[config.mk]
export PLATFORM = sky130hd
export DESIGN_NAME = dataflow_fabric_flat
export DESIGN_NICKNAME = d
export VERILOG_FILES = /design/src/rtl/dataflow_pkg.sv /design/src/rtl/dataflow_fabric_if.sv /design/src/rtl/dataflow_fabric_pc_counter.sv /design/src/rtl/dataflow_fabric.sv /design/src/flat_wrapper.sv
export SDC_FILE = /design/constraint.sdc
export NUM_CORES = 1
export LEC_CHECK = 0
export ABC_AREA = 1
export BUFFER_PORTS_ARGS = -buffer_cell sky130_fd_sc_hd__buf_2
export CORE_AREA = 2 2 158 160
export CTS_CLUSTER_DIAMETER = 150
export DETAILED_ROUTE_END_ITERATION = 10
export DIE_AREA = 0 0 160 162
export SYNTH_ARGS = -nofsm -noshare
export SYNTH_HDL_FRONTEND = slang
export SYNTH_SLANG_ARGS = --single-unit
[constraint.sdc]
create_clock -name clk -period 5.4 [get_ports clk]
set_input_delay 0.27 -clock clk [delete_from_list [all_inputs] [get_ports clk]]
set_output_delay 0.27 -clock clk [all_outputs]
set_load 0.02 [all_outputs]
[src/rtl/dataflow_pkg.sv]
`default_nettype none
// +----------------------------------------------------------------------+
// | dataflow_pkg                                                         |
// | Shared types and source/bus index constants for dataflow_fabric.     |
// | Rev 1.0                                                              |
// +----------------------------------------------------------------------+
package dataflow_pkg;

    typedef enum logic [1:0] {
        PC_HOLD = 2'b00,
        PC_INC  = 2'b01,
        PC_DEC  = 2'b10,
        PC_LOAD = 2'b11
    } pc_op_e;

    localparam int BUS_ADL = 0;
    localparam int BUS_ADH = 1;
    localparam int BUS_DB  = 2;
    localparam int BUS_SB  = 3;

    // Source codes above the register file, relative to the register count.
    function automatic int src_din(input int num_regs);
        return num_regs;
    endfunction

    function automatic int src_pcl(input int num_regs);
        return num_regs + 1;
    endfunction

    function automatic int src_pch(input int num_regs);
        return num_regs + 2;
    endfunction

    function automatic int src_preset(input int num_regs);
        return num_regs + 3;
    endfunction

endpackage
`default_nettype wire

[src/rtl/dataflow_fabric_if.sv]
`default_nettype none
// +----------------------------------------------------------------------+
// | dataflow_fabric_if                                                   |
// | Control word, memory-side and status signals of dataflow_fabric.     |
// | Rev 1.0                                                              |
// +----------------------------------------------------------------------+
interface dataflow_fabric_if
    import dataflow_pkg::*;
#(
    parameter int WIDTH     = 8,
    parameter int NUM_REGS  = 8,
    parameter int NUM_BUSES = 4
);
    localparam int SRC_W = $clog2(NUM_REGS + 4);
    localparam int BUS_W = $clog2(NUM_BUSES);

    logic                          ctrl_valid;
    logic                          ctrl_ready;
    logic [NUM_BUSES*SRC_W-1:0]    bus_src;
    logic [NUM_BUSES*WIDTH-1:0]    bus_preset;
    logic [NUM_BUSES-2:0]          bridge_en;
    logic [NUM_REGS-1:0]           reg_ld;
    logic [NUM_REGS*BUS_W-1:0]     reg_bus;
    pc_op_e                        pc_op;
    logic                          addr_ld;
    logic                          dor_ld;
    logic                          flag_ld;
    logic [WIDTH-1:0]              din;
    logic                          din_valid;
    logic [2*WIDTH-1:0]            addr_out;
    logic [WIDTH-1:0]              dout;
    logic                          dout_valid;
    logic                          dout_ready;
    logic [2*WIDTH-1:0]            pc_out;
    logic                          flag_z;
    logic                          flag_n;

    modport master (
        output ctrl_valid, bus_src, bus_preset, bridge_en, reg_ld, reg_bus,
               pc_op, addr_ld, dor_ld, flag_ld, din, din_valid, dout_ready,
        input  ctrl_ready, addr_out, dout, dout_valid, pc_out, flag_z, flag_n
    );

    modport slave (
        input  ctrl_valid, bus_src, bus_preset, bridge_en, reg_ld, reg_bus,
               pc_op, addr_ld, dor_ld, flag_ld, din, din_valid, dout_ready,
        output ctrl_ready, addr_out, dout, dout_valid, pc_out, flag_z, flag_n
    );

endinterface
`default_nettype wire

[src/rtl/dataflow_fabric_pc_counter.sv]
`default_nettype none
// +----------------------------------------------------------------------+
// | pc_counter                                                           |
// | 2*WIDTH program counter with hold/inc/dec/load, resets to FF..00..   |
// | Rev 1.0                                                              |
// +----------------------------------------------------------------------+
module pc_counter
    import dataflow_pkg::*;
#(
    parameter int WIDTH = 8
) (
    input  wire logic                 clk,
    input  wire logic                 rst,
    input  wire logic                 i_en,
    input  wire pc_op_e               i_op,
    input  wire logic [2*WIDTH-1:0]   i_load_val,
    output logic      [2*WIDTH-1:0]   o_pc
);
    localparam int PW = 2 * WIDTH;

    logic [PW-1:0] r_pc;

    always_ff @(posedge clk) begin
        if (rst) begin
            r_pc <= {{WIDTH{1'b1}}, {WIDTH{1'b0}}};
        end else if (i_en) begin
            case (i_op)
                PC_INC:  r_pc <= r_pc + PW'(1);
                PC_DEC:  r_pc <= r_pc - PW'(1);
                PC_LOAD: r_pc <= i_load_val;
                default: r_pc <= r_pc;
            endcase
        end
    end

    assign o_pc = r_pc;

endmodule
`default_nettype wire

[src/rtl/dataflow_fabric.sv]
`default_nettype none
// +----------------------------------------------------------------------+
// | dataflow_fabric                                                      |
// | Register file on index-selected internal buses with PC, address,     |
// | din latch and handshaked dout. Optional flags: DATAFLOW_FLAGS_EN.    |
// | Rev 1.0                                                              |
// +----------------------------------------------------------------------+
module dataflow_fabric
    import dataflow_pkg::*;
#(
    parameter int WIDTH     = 8,
    parameter int NUM_REGS  = 8,
    parameter int NUM_BUSES = 4
) (
    input  wire logic        clk,
    input  wire logic        nrst,
    dataflow_fabric_if.slave bif
);
    localparam int SRC_W = $clog2(NUM_REGS + 4);
    localparam int BUS_W = $clog2(NUM_BUSES);

    logic [WIDTH-1:0]   r_regs    [NUM_REGS];
    logic [WIDTH-1:0]   w_reg_nxt [NUM_REGS];
    logic [WIDTH-1:0]   w_src     [NUM_BUSES];
    logic [WIDTH-1:0]   w_bus     [NUM_BUSES];
    logic [WIDTH-1:0]   r_din_latch;
    logic [2*WIDTH-1:0] r_addr;
    logic [WIDTH-1:0]   r_dout;
    logic               r_dout_valid;
    logic [2*WIDTH-1:0] w_pc;
    logic               w_accept;

    assign bif.ctrl_ready = nrst | ~r_dout_valid | bif.dout_ready;
    assign w_accept       = bif.ctrl_valid & bif.ctrl_ready;

    // Per-bus source decode, then bridges applied lowest index first so chains ripple upward.
    always_comb begin : p_bus_resolve
        logic [SRC_W-1:0] w_code;
        w_code = '0;
        for (int b = 0; b < NUM_BUSES; b++) begin
            w_code   = bif.bus_src[b*SRC_W +: SRC_W];
            w_src[b] = '0;
            for (int r = 0; r < NUM_REGS; r++) begin
                if (w_code == SRC_W'(r)) w_src[b] = r_regs[r];
            end
            if (w_code == SRC_W'(src_din(NUM_REGS)))    w_src[b] = r_din_latch;
            if (w_code == SRC_W'(src_pcl(NUM_REGS)))    w_src[b] = w_pc[WIDTH-1:0];
            if (w_code == SRC_W'(src_pch(NUM_REGS)))    w_src[b] = w_pc[2*WIDTH-1:WIDTH];
            if (w_code == SRC_W'(src_preset(NUM_REGS))) w_src[b] = bif.bus_preset[b*WIDTH +: WIDTH];
        end
        w_bus[0] = w_src[0];
        for (int b = 1; b < NUM_BUSES; b++) begin
            w_bus[b] = bif.bridge_en[b-1] ? w_bus[b-1] : w_src[b];
        end
    end

    always_comb begin : p_reg_next
        for (int r = 0; r < NUM_REGS; r++) begin
            w_reg_nxt[r] = '0;
            for (int b = 0; b < NUM_BUSES; b++) begin
                if (bif.reg_bus[r*BUS_W +: BUS_W] == BUS_W'(b)) w_reg_nxt[r] = w_bus[b];
            end
        end
    end

    always_ff @(posedge clk) begin
        if (nrst) begin
            for (int r = 0; r < NUM_REGS; r++) r_regs[r] <= '0;
        end else if (w_accept) begin
            for (int r = 0; r < NUM_REGS; r++) begin
                if (bif.reg_ld[r]) r_regs[r] <= w_reg_nxt[r];
            end
        end
    end

    // The din latch runs off din_valid alone, not the control handshake.
    always_ff @(posedge clk) begin
        if (nrst) begin
            r_din_latch <= '0;
        end else if (bif.din_valid) begin
            r_din_latch <= bif.din;
        end
    end

    always_ff @(posedge clk) begin
        if (nrst) begin
            r_addr       <= '0;
            r_dout       <= '0;
            r_dout_valid <= 1'b0;
        end else begin
            if (w_accept && bif.addr_ld) r_addr <= {w_bus[BUS_ADH], w_bus[BUS_ADL]};
            if (w_accept && bif.dor_ld) begin
                r_dout       <= w_bus[BUS_DB];
                r_dout_valid <= 1'b1;
            end else if (r_dout_valid && bif.dout_ready) begin
                r_dout_valid <= 1'b0;
            end
        end
    end

    pc_counter #(
        .WIDTH      (WIDTH)
    ) u_pc (
        .clk        (clk),
        .rst        (nrst),
        .i_en       (w_accept),
        .i_op       (bif.pc_op),
        .i_load_val ({w_bus[BUS_ADH], w_bus[BUS_ADL]}),
        .o_pc       (w_pc)
    );

`ifdef DATAFLOW_FLAGS_EN
    logic r_flag_z;
    logic r_flag_n;

    always_ff @(posedge clk) begin
        if (nrst) begin
            r_flag_z <= 1'b0;
            r_flag_n <= 1'b0;
        end else if (w_accept && bif.flag_ld) begin
            r_flag_z <= (w_bus[BUS_DB] == '0);
            r_flag_n <= w_bus[BUS_DB][WIDTH-1];
        end
    end

    assign bif.flag_z = r_flag_z;
    assign bif.flag_n = r_flag_n;
`else
    logic w_unused_flag_ld;
    assign w_unused_flag_ld = bif.flag_ld;
    assign bif.flag_z       = 1'b0;
    assign bif.flag_n       = 1'b0;
`endif

    assign bif.addr_out   = r_addr;
    assign bif.dout       = r_dout;
    assign bif.dout_valid = r_dout_valid;
    assign bif.pc_out     = w_pc;

endmodule
`default_nettype wire

[src/flat_wrapper.sv]
// flat-port wrapper written by rule: the top's interface ports become plain ports
module dataflow_fabric_flat import dataflow_pkg::*;
#(
    parameter int WIDTH     = 8,
    parameter int NUM_REGS  = 8,
    parameter int NUM_BUSES = 4
)
  (clk, nrst, bif_ctrl_valid, bif_bus_src, bif_bus_preset, bif_bridge_en, bif_reg_ld, bif_reg_bus, bif_pc_op, bif_addr_ld, bif_dor_ld, bif_flag_ld, bif_din, bif_din_valid, bif_dout_ready, bif_ctrl_ready, bif_addr_out, bif_dout, bif_dout_valid, bif_pc_out, bif_flag_z, bif_flag_n);
  dataflow_fabric_if #(.WIDTH(WIDTH), .NUM_REGS(NUM_REGS), .NUM_BUSES(NUM_BUSES)) bif_i ();
  input  wire logic clk;
  input  wire logic nrst;
  input wire logic [$bits(bif_i.ctrl_valid)-1:0] bif_ctrl_valid;
  input wire logic [$bits(bif_i.bus_src)-1:0] bif_bus_src;
  input wire logic [$bits(bif_i.bus_preset)-1:0] bif_bus_preset;
  input wire logic [$bits(bif_i.bridge_en)-1:0] bif_bridge_en;
  input wire logic [$bits(bif_i.reg_ld)-1:0] bif_reg_ld;
  input wire logic [$bits(bif_i.reg_bus)-1:0] bif_reg_bus;
  input wire logic [$bits(bif_i.pc_op)-1:0] bif_pc_op;
  input wire logic [$bits(bif_i.addr_ld)-1:0] bif_addr_ld;
  input wire logic [$bits(bif_i.dor_ld)-1:0] bif_dor_ld;
  input wire logic [$bits(bif_i.flag_ld)-1:0] bif_flag_ld;
  input wire logic [$bits(bif_i.din)-1:0] bif_din;
  input wire logic [$bits(bif_i.din_valid)-1:0] bif_din_valid;
  input wire logic [$bits(bif_i.dout_ready)-1:0] bif_dout_ready;
  output wire logic [$bits(bif_i.ctrl_ready)-1:0] bif_ctrl_ready;
  output wire logic [$bits(bif_i.addr_out)-1:0] bif_addr_out;
  output wire logic [$bits(bif_i.dout)-1:0] bif_dout;
  output wire logic [$bits(bif_i.dout_valid)-1:0] bif_dout_valid;
  output wire logic [$bits(bif_i.pc_out)-1:0] bif_pc_out;
  output wire logic [$bits(bif_i.flag_z)-1:0] bif_flag_z;
  output wire logic [$bits(bif_i.flag_n)-1:0] bif_flag_n;
  assign bif_i.ctrl_valid = bif_ctrl_valid;
  assign bif_i.bus_src = bif_bus_src;
  assign bif_i.bus_preset = bif_bus_preset;
  assign bif_i.bridge_en = bif_bridge_en;
  assign bif_i.reg_ld = bif_reg_ld;
  assign bif_i.reg_bus = bif_reg_bus;
  assign bif_i.pc_op = bif_pc_op;
  assign bif_i.addr_ld = bif_addr_ld;
  assign bif_i.dor_ld = bif_dor_ld;
  assign bif_i.flag_ld = bif_flag_ld;
  assign bif_i.din = bif_din;
  assign bif_i.din_valid = bif_din_valid;
  assign bif_i.dout_ready = bif_dout_ready;
  assign bif_ctrl_ready = bif_i.ctrl_ready;
  assign bif_addr_out = bif_i.addr_out;
  assign bif_dout = bif_i.dout;
  assign bif_dout_valid = bif_i.dout_valid;
  assign bif_pc_out = bif_i.pc_out;
  assign bif_flag_z = bif_i.flag_z;
  assign bif_flag_n = bif_i.flag_n;
  dataflow_fabric #(.WIDTH(WIDTH), .NUM_REGS(NUM_REGS), .NUM_BUSES(NUM_BUSES)) u_core (.clk(clk), .nrst(nrst), .bif(bif_i));
endmodule
== After elaboration in Yosys (flattened, before gate mapping) ==
Memories as Yosys holds them, arrays and structs flattened.
Cells that the tools add are included.
Word-level totals
  flip-flop bits (word level): 49
  bits in writable memories: 64
  bits of input ports: 93
  memories: 1
Memory list
  u_core.r_regs: words 8, width 8, rd ports 8, clocked after Yosys merged registers in 0, wr ports 8, line dataflow_fabric.sv:22  | logic [WIDTH-1:0] r_regs [NUM_REGS];
Operators by class
  add/sub/neg operators: 2
  equality and inequality tests: 71
  muxes and demuxes: 128
  bitwise gates (word level): 12
  reduce and logical (&&, ||, !) cells: 18
Operators by type and width (number)
  8-bit 2-to-1 mux: 91
  4-bit by 3-bit equality test with 1-bit output (second input constant): 16
  4-bit equality test (second input constant): 16
  16-bit one-hot mux with 3 select lines: 1
  2-bit equality test (second input constant): 18
  1-bit 2-to-1 mux: 36
  4-bit by 2-bit equality test with 1-bit output (second input constant): 8
  2-bit by 1-bit equality test with 1-bit output (second input constant): 9
  16-bit by 1-bit adder with 16-bit output (second input constant): 1
  4-bit by 1-bit equality test with 1-bit output (second input constant): 4
  2-bit zero test: 8
  4-bit zero test: 4
  16-bit by 1-bit subtractor with 16-bit output (second input constant): 1
  1-bit bitwise OR: 10
  1-bit logical AND: 3
  3-bit nonzero test: 1
  2-bit AND reduction: 1
  2-bit nonzero test: 1
  1-bit AND: 1
  1-bit inverter: 1

== Depth between registers and ports, before layout ==
Gate-level depths: netlist (run 1).
  depth in word-level cells: 18
  mapped depth: 19
  gate-level depth less buffers: 19

== Modules after synthesis ==
From an unflattened synthesis (run 1), not the netlist that was laid out.
Second synthesis, totals
  cell total of the unflattened synthesis: 1961
  area, all modules: 11058.1 µm²
By module, submodules not included
  dataflow_fabric: times used 1, cells each 1650, area an instance 9357.7 µm², sequential area each 2582.5 µm²
  pc_counter: times used 1, cells each 311, area an instance 1700.4 µm², sequential area each 320.3 µm²

== Worst setup path before layout (run 1) ==
No wires, ideal clock.
  kind: in2reg
  start point: input port bif_pc_op[1]
  end point: register u_core.u_pc.r_pc[11] (netlist: u_core.u_pc.o_pc[11])
  library setup time: 0.120 ns
  arrival time: 2.461 ns
  slack: 2.820 ns
  cell stages on the path: 14
  cell sequence: inv_1 > nor2_1 > ha_1 > a21oi_1 > nand2_1 > a21oi_1 > o21ai_0 > a21oi_1 > o21bai_1 > nand2_1 > a21o_1 > nand3_1 > o211ai_1 > nand2_1
Between the ends
  cells in the longest elaborated chain, start to end: 3
  elaborated cells on any way between the ends: 6
RTL lines
  start: declaration: line flat_wrapper.sv:18  | input wire logic [$bits(bif_i.pc_op)-1:0] bif_pc_op;
  2-bit equality test / 2-bit by 1-bit equality test with 1-bit output (equally long branches): line dataflow_fabric_pc_counter.sv:27  | case (i_op)
  3-bit nonzero test (no source line)
  2-bit AND reduction (no source line)
  end signal: assignment: line dataflow_fabric_pc_counter.sv:28  | PC_INC: r_pc <= r_pc + PW'(1);
  end signal: assignment: line dataflow_fabric_pc_counter.sv:29  | PC_DEC: r_pc <= r_pc - PW'(1);
  end signal: assignment: line dataflow_fabric_pc_counter.sv:30  | PC_LOAD: r_pc <= i_load_val;
  end: declaration: line dataflow_fabric_pc_counter.sv:21  | logic [PW-1:0] r_pc;
Parallel ways exist; a longest one is shown, timed or not.
A chain may end at the register's enable or synchronous reset.

==> impl_metrics.csv, run 1 <==
group,metric,value,unit
power_and_ir_drop,power_density,259,nW/um2
floorplanning,floorplan.core_area,24100,um2
critical_path,critPathArrivalTime,3.63,ns
floorplanning,die_area,25900,um2
detailed_routing,post_drt_wl_per_cell,21.0,um
synth,synth_simple_gate_area_share,0.455,
cts,clock_buffers_created_by_tritoncts,17,
worst_hold_path,hp-class,"input pin to register",
cts,clkTransAtPathRegs,0.07,ns
place,place_congestion,0.995,
outcome,run_status,"completed",
place,detailed_place_hpwl,35700,um
synth,main_combinational_cell_family_by_area_after_synthesis,"simple AND/OR/NAND/NOR gates",
critical_path,critPathLaunchType,"input pin",
timing,timing.fmax,294,MHz
global_routing,first_pass_grt_wire_length,70900,um
cts,clk-insertion-delay-late,0.43,ns
cts,ctsHoldBuffers,0,
power_and_ir_drop,vdd_ir_drop_max,0.000202,V
final_layout,finalInstanceArea,12300,um2
worst_hold_path,worstHoldPathCells,3,
global_routing,grt_pass1_vias,11728,
detailed_routing,remaining_drc_errors,0,
detailed_routing,antenna_violating_nets_post_route,0,
place,io_buffers,133,
cts,cts_tree,"done",
cts,cts_htree_levels,4,
final_layout,nets,2055,
synth,synth-edff-count,64,
cts,ctsLongestPathBuffers,2,
global_routing,pin_count_of_the_biggest_net_entering_global_routing,63,
critical_path,worst-path-stages,18,
global_routing,antenna_violations_before_repair,0,
place,dp_area,11700,um2
floorplanning,floorplan.die.height,162,um
synth,synthFlopType,"edfxtp_1",
detailed_routing,number_of_vias_per_cell_after_detailed_routing,5.76,
timing,timing.setup.tns,0,ns
global_routing,grt_overflow_total,0,
detailed_routing,route.vias.total,13166,
synth,yosys_warnings,0,
power_and_ir_drop,static-leakage-power,5.80,nW
critical_path,setup.reg_to_reg.worst_slack,2.15,ns
critical_path,worst-path-max-fanout,12,
worst_hold_path,hold_end,"u_core.r_din_latch[5]",
critical_path,worst_ep_required_time,5.63,ns
final_layout,fraction_of_layout_cells_with_a_size_suffix_above_1,0.131,
floorplanning,io_pins,137,
synth,synth_fa_ha_area_frac,0.0181,
timing,final-max-slew-violation-count,0,
final_layout,syn2layout_area_growth,14.3,%
cts,cts_setup_buffers,0,
timing,setup_slack,2.00,ns
synth,syn-instance-count,1821,
critical_path,setup.worst_path.class,"input pin to register",
timing,clock-skew-final,0.0159,ns
final_layout,nFillCells,2575,
synth,postSynthRegisterBits,113,
critical_path,worst_path_dominant_cell_family,"simple AND/OR/NAND/NOR gates",
critical_path,crit_path_max_incr_delay,0.61,ns
synth,synthesized_area_fraction_occupied_by_xor_and_xnor_cells,0.00811,
detailed_routing,drt-total-wl,48000,um
cts,cts_sink_count,113,
critical_path,worstPathCellList,"buf_2 -> nor2_1 -> nand3_1 -> nand3_1 -> nor2_1 -> nand4_1 -> nand2_1 -> nand3_1 -> nand2_1 -> nand2_1 -> nand2_1 -> nand2_2 -> nand2_2 -> nand2_4 -> nand2_1 -> nand2_1 -> nand2_1 -> nor2_1",
critical_path,worst_path_max_delay_cell,"nor2_1",
critical_path,timing.critical_path.to_type,"register",
place,dpl_worst_slack,1.76,ns
detailed_routing,drt-pass1-iter-count,8,
critical_path,critical-path-top-cell-by-count,"nand2_1",
synth,synthMuxAreaShare,0,
timing,worst-slew-pin-transition,1.34,ns
synth,synth_area,10800,um2
detailed_routing,first_iter_violations,1465,
floorplanning,die_w,160,um
cts,ctsResizeCount,0,
timing,finalCriticalPeriod,3.40,ns
floorplanning,std_cell_rows,57,
synth,ys_seq_area_frac,0.269,
synth,syn_avg_cell_area,5.93,um2
critical_path,worst_r2r_endpoint,"u_core.r_regs[0][12]",
critical_path,timing.critical_path.buf_inv,1,
run,timing.max_cap.violations,0,
timing,timing.final.crit_share,0.629,
timing,setup_repair_after_global_routing_missed_its_margin,"no",
synth,synthDistinctLibCells,50,
critical_path,startpoint_of_the_most_critical_register_to_register_path,"u_core.r_regs[0][20]",
synth,synthArstFlopShare,0,
worst_hold_path,worst_hold_startpoint,"bif_din[5]",
power_and_ir_drop,total_design_power,3.20,mW
timing,finalSetupViolCount,0,
timing,final_hold_viol_count,0,
critical_path,ff2ff_path_depth,14,
cts,clock_tree_root_buffer_cell,"clkbuf_16",
timing,relSlewSlack,0.103,
global_routing,globalRouteTotalUtil,0.364,
floorplanning,floorplan.initialDensity,0.448,
synth,synth_compound_gate_area_share,0.163,
-- cells by family (layout without fill, tap and decap cells) --
group,after synthesis,count (layout)
simple gates,1126,1126
compound gates,324,324
buf+inv,232,370
flops,113,113
fa+ha+maj,15,15
xor+xnor,10,10
other cells,1,3
-- cells in the final DEF, fill, tap and decap left out, types with 5 or more instances in the layout --
| cell | Yosys | final |
|---|---|---|
| nand2_1 | 616 | 616 |
| o22ai_1 | 16 | 16 |
| buf_2 | 4 | 133 |
| inv_2 | 11 | 11 |
| nand3_2 | 6 | 6 |
| o21ai_1 | 15 | 15 |
| o211ai_1 | 5 | 5 |
| clkinv_1 | 9 | 9 |
| nand3_1 | 117 | 117 |
| o21bai_1 | 22 | 22 |
| inv_1 | 178 | 178 |
| nand2_2 | 22 | 22 |
| inv_8 | 0 | 7 |
| nand4_1 | 40 | 40 |
| clkinv_8 | 0 | 5 |
| o21ai_0 | 142 | 142 |
| nor2_4 | 6 | 6 |
| buf_4 | 13 | 7 |
| nor2_1 | 262 | 262 |
| xor2_1 | 8 | 8 |
| edfxtp_1 | 64 | 64 |
| nor3_1 | 9 | 9 |
| nand2_4 | 14 | 14 |
| nor2_2 | 10 | 10 |
| nand3_4 | 6 | 6 |
| ha_1 | 14 | 14 |
| dfxtp_1 | 49 | 49 |
| clkbuf_16 | 0 | 17 |
| a21oi_1 | 109 | 109 |
-- stage by stage --
stage	cells	util	hold slack [ns]
after detailed placement	2252	0.487	0.492
after global placement	2252	0.487	0.487
after global routing	2284	0.512	0.0705
after CTS	2284	0.512	0.0559
final	2285	0.512	0.0599
after floorplan	1822	-	0.405
-- layer usage --
| layer | part of all wire | global-route usage | up-vias |
|---|---|---|---|
| met1 | 0.43 | 0.509 | 6035 |
| met5 | 0 | 0 | - |
| met3 | 0.10 | 0.0644 | 118 |
| met2 | 0.43 | 0.561 | 812 |
| met4 | 0.036 | 0.137 | 0 |
| li1 | - | - | 6201 |
-- worst reg2reg max path, delay by kind of cell, from the launching register on --
kind / cells / cell delay [ns]
flops: 1 / 0.46
simple gates: 13 / 2.33
compound gates: 1 / 0.21
-- power breakdown --
group          switching (mW)  internal [mW]  leakage (nW)
registers               0.100          0.984          1.09
logic                   0.697          0.263          4.41
clock network           0.524          0.631         0.299
-- area by class of cell --
cell class / instances / area (um2) / area share
Multi-Input combinational cell: 1477 / 6960 / 0.564
Clock buffer: 17 / 425 / 0.0345
Tap cell: 324 / 405 / 0.0328
Clock inverter: 15 / 186 / 0.0151
Sequential cell: 113 / 2900 / 0.235
Inverter: 198 / 743 / 0.0602
Timing Repair Buffer: 140 / 718 / 0.0582
Antenna cell: 1 / 2.50 / 0.000203
-- synth_stat cells, drive strengths merged (16+ instances only) --
master / count / area, um2
o21bai: 22 / 165
o21ai: 157 / 786
inv: 189 / 709
edfxtp: 64 / 1920
dfxtp: 49 / 981
nand4: 42 / 275
nor2: 278 / 1110
buf: 20 / 144
a21oi: 110 / 554
nand2: 652 / 2610
nand3: 129 / 751
o22ai: 16 / 100
-- worst max path at each step --
stage                               from                   end
after floorplan             bif_pc_op[1]  u_core.u_pc.o_pc[11]
after global placement    bif_bus_src[3]  u_core.r_regs[0][12]
after detailed placement  bif_bus_src[3]  u_core.r_regs[0][12]
after CTS                 bif_bus_src[3]  u_core.r_regs[0][12]
after global routing      bif_bus_src[3]  u_core.r_regs[0][12]
final                     bif_bus_src[3]  u_core.r_regs[0][12]
-- sequential cells by signal, indices dropped and copies added, names as in the netlist --
register               flops
u_core.bif.addr_out       16
u_core.bif.dout            8
u_core.bif.dout_valid      1
u_core.r_din_latch         8
u_core.r_regs             64
u_core.u_pc.o_pc          16
No activity file was read; power rests on OpenSTA's default activity.
==> inputs of run 2 (changes only) <==
--- a/config.mk
+++ b/config.mk
@@ -5,12 +5,12 @@
 export SDC_FILE = /design/constraint.sdc
 export NUM_CORES = 1
 export LEC_CHECK = 0
-export ABC_AREA = 1
+export ABC_AREA = 0
 export BUFFER_PORTS_ARGS = -buffer_cell sky130_fd_sc_hd__buf_2
-export CORE_AREA = 2 2 158 160
+export CORE_AREA = 2 2 159 161
 export CTS_CLUSTER_DIAMETER = 150
 export DETAILED_ROUTE_END_ITERATION = 10
-export DIE_AREA = 0 0 160 162
+export DIE_AREA = 0 0 161 163
 export SYNTH_ARGS = -nofsm -noshare
 export SYNTH_HDL_FRONTEND = slang
 export SYNTH_SLANG_ARGS = --single-unit
==> constraint.sdc (replaced) <==
create_clock -name clk -period 3.2 [get_ports clk]
set_input_delay 0.16 -clock clk [delete_from_list [all_inputs] [get_ports clk]]
set_output_delay 0.16 -clock clk [all_outputs]
set_load 0.02 [all_outputs]
==> run 2 against run 1 <==
Compared with the run above: routed wire length rose by 2.9%; largest cell class unchanged; total power rose by 77%; largest power group unchanged; combinational power increased by 96%.
==> impl_metrics.csv, run 2 <==
group,metric,value,unit
outcome,run_status,"completed",
timing,setup_slack,0.224,ns
critical_path,critPathLaunchType,"register",
power_and_ir_drop,vdd_ir_drop_max,0.000254,V
detailed_routing,remaining_drc_errors,0,
power_and_ir_drop,power.share.sequential,0.333,
critical_path,worst_ep_required_time,3.49,ns
place,dpl_worst_slack,0.187,ns
synth,synth_top_area_cell,"edfxtp_1",
final_layout,layout.core_utilization,0.517,
cts,clock_buffers_created_by_tritoncts,17,
power_and_ir_drop,combPwrFrac,0.331,
critical_path,worst-path-max-fanout,9,
final_layout,mostFrequentLayoutCell,"nand2_1",
timing,timing.final.crit_share,0.930,
final_layout,syn2layout_area_growth,16.6,%
cts,ctsResizeCount,0,
detailed_routing,first_iter_violations,1868,
floorplanning,floorplan.initialDensity,0.443,
timing,final.hold.worst_slack,0.148,ns
cts,cts_htree_levels,4,
power_and_ir_drop,static-leakage-power,5.12,nW
place,detailed_place_hpwl,35900,um
floorplanning,std_cell_rows,58,
timing,worst-slew-pin-transition,0.841,ns
place,dp.cells,1770,
timing,finalCriticalPeriod,2.98,ns
global_routing,pin_count_of_the_biggest_net_entering_global_routing,33,
cts,ctsLongestPathBuffers,2,
final_layout,mostFrequentLayoutCells,"220 x nand2_1, 133 x buf_2, 125 x nor2_1, 91 x a21oi_1, 83 x o21ai_0",
timing,timing.fmax,336,MHz
floorplanning,floorplan.die.height,163,um
place,dp_area,12100,um2
final_layout,nets,1575,
timing,finalSetupViolCount,0,
final_layout,layoutNonFillerInstCount,1810,
synth,syn_avg_cell_area,8.15,um2
power_and_ir_drop,p_sw,2.25,mW
final_layout,antenna_cells,0,
cts,clock_tree_root_buffer_cell,"clkbuf_16",
detailed_routing,number_of_vias_per_cell_after_detailed_routing,6.78,
run,timing.max_cap.violations,0,
timing,clock-skew-final,0.0186,ns
final_layout,area_of_combinational_cells_with_multiple_inputs,7350,um2
final_layout,finalInstanceArea,12700,um2
floorplanning,io_pins,137,
global_routing,first_pass_grt_wire_length,71300,um
synth,synth_commonest_cells,"220 x nand2_1, 125 x nor2_1, 91 x a21oi_1, 83 x o21ai_0",
timing,relSlewSlack,0.435,
synth,synthArstFlopShare,0,
cts,ctsHoldBuffers,8,
cts,cts_setup_buffers,0,
final_layout,fraction_of_layout_cells_with_a_size_suffix_above_1,0.232,
power_and_ir_drop,power_density,445,nW/um2
synth,synth-edff-count,64,
synth,syn-instance-count,1342,
global_routing,grt_pass1_vias,11153,
timing,timing.setup.tns,0,ns
power_and_ir_drop,clock_power_share,0.336,
power_and_ir_drop,cell_internal_pwr,3.41,mW
worst_hold_path,hp-class,"input pin to register",
global_routing,globalRouteTotalUtil,0.370,
cts,clkTransAtPathRegs,0.07,ns
synth,synthDistinctLibCells,89,
critical_path,setup.worst_path.class,"register to register",
critical_path,critPathArrivalTime,3.27,ns
detailed_routing,route.vias.total,12273,
synth,postSynthRegisterBits,113,
final_layout,registers.top_by_ff_count,"u_core.r_regs",
global_routing,grt_overflow_total,0,
synth,synth_area,10900,um2
place,io_buffers,133,
cts,clk-insertion-delay-late,0.44,ns
synth,synth.top_cells.by_area,"edfxtp_1 18%, dfxtp_1 9.0%, nand2_1 7.6%",
place,place_congestion,1.03,
synth,synthFlopType,"edfxtp_1",
final_layout,area_occupied_by_registers,2900,um2
floorplanning,floorplan.core_area,24700,um2
critical_path,timing.critical_path.to_type,"register",
synth,ys_seq_area_frac,0.265,
detailed_routing,post_drt_wl_per_cell,27.3,um
global_routing,antenna_violations_before_repair,2,
synth,yosys.cell_count.top_type,"nand2_1",
floorplanning,die_area,26200,um2
cts,cts_tree,"done",
detailed_routing,drt-total-wl,49400,um
timing,final_hold_viol_count,0,
detailed_routing,drt-pass1-iter-count,6,
final_layout,nFillCells,2393,
timing,final-max-slew-violation-count,0,
synth,yosys_warnings,0,
power_and_ir_drop,total_design_power,5.67,mW
timing,setup_repair_after_global_routing_missed_its_margin,"no",
power_and_ir_drop,sw_frac_of_total,0.398,
final_layout,flip_flop_count_of_the_largest_register_after_layout,64,
detailed_routing,antenna_violating_nets_post_route,0,
cts,cts_sink_count,113,
synth,synth.top_cell.area_share,0.176,
floorplanning,die_w,161,um
## run 2: cell types whose count changed after synthesis, sizes merged, moves of 30 or more
| cell | delta |
|---|---|
| mux2i | +61 |
| a221oi | +32 |
| o21ai | -66 |
| nand2 | -432 |
| a211oi | +34 |
| buf | +36 |
| nor2 | -153 |
| nand3 | -118 |
| inv | -164 |
| clkbuf | +50 |
| mux4 | +30 |
| nand4 | -40 |
## run 2: final timing paths
path,from,to,slack (ns),cells after the start
hold / removal,bif_din_valid,u_core.r_din_latch[6],0.15,3
hold reg to reg,u_core.bif.addr_out[6],u_core.bif.addr_out[6],0.45,2
setup reg to reg,u_core.r_regs[0][4],u_core.r_regs[1][4],0.22,7
setup / recovery,u_core.r_regs[0][4],u_core.r_regs[1][4],0.22,7
## run 2: kinds of logic (layout without fill, tap and decap cells)
group	Yosys count	count (layout)	synth area share
AND/OR/NAND/NOR	479	479	0.193
AO/OA/AOI/OAI	461	461	0.306
buffers and inverters	145	282	0.0636
multiplexers	119	119	0.146
flip-flops	113	113	0.265
adder cells (fa/ha/maj)	15	15	0.0179
XOR/XNOR	9	9	0.00721
other	1	2	0.000343
## run 2: power groups by stage
stage,clock [mW],combinational [mW],sequential [mW]
detailed placement,0,1.81,1.89
floorplan,0,1.13,1.82
CTS,1.91,1.82,1.86
finish,1.91,1.88,1.89
global route,1.97,1.99,1.88
global placement,0,1.79,1.89
## run 2: final cells by class
class | count | area share
multi-input combinational | 1085 | 0.576
timing repair buffer | 225 | 0.110
clock inverter | 15 | 0.0128
inverter | 25 | 0.00736
sequential | 113 | 0.228
clock buffer | 17 | 0.0334
tap | 330 | 0.0324
## run 2: metal layers
layer / vias to the layer above / track usage / wire (um)
met5: - / 0 / 24
met1: 5701 / 0.494 / 18800
met4: 4 / 0.194 / 2830
met3: 215 / 0.0983 / 6980
li1: 5366 / - / -
met2: 987 / 0.548 / 20800
## run 2: worst max-delay path: stages, from the launching register on
cell      delay [ns]
edfxtp_1        0.57
nor3_1          0.08
o32ai_1         0.33
a221oi_1        0.17
o31ai_2         0.45
a21oi_1         0.25
a21oi_2         0.66
o221a_2         0.32
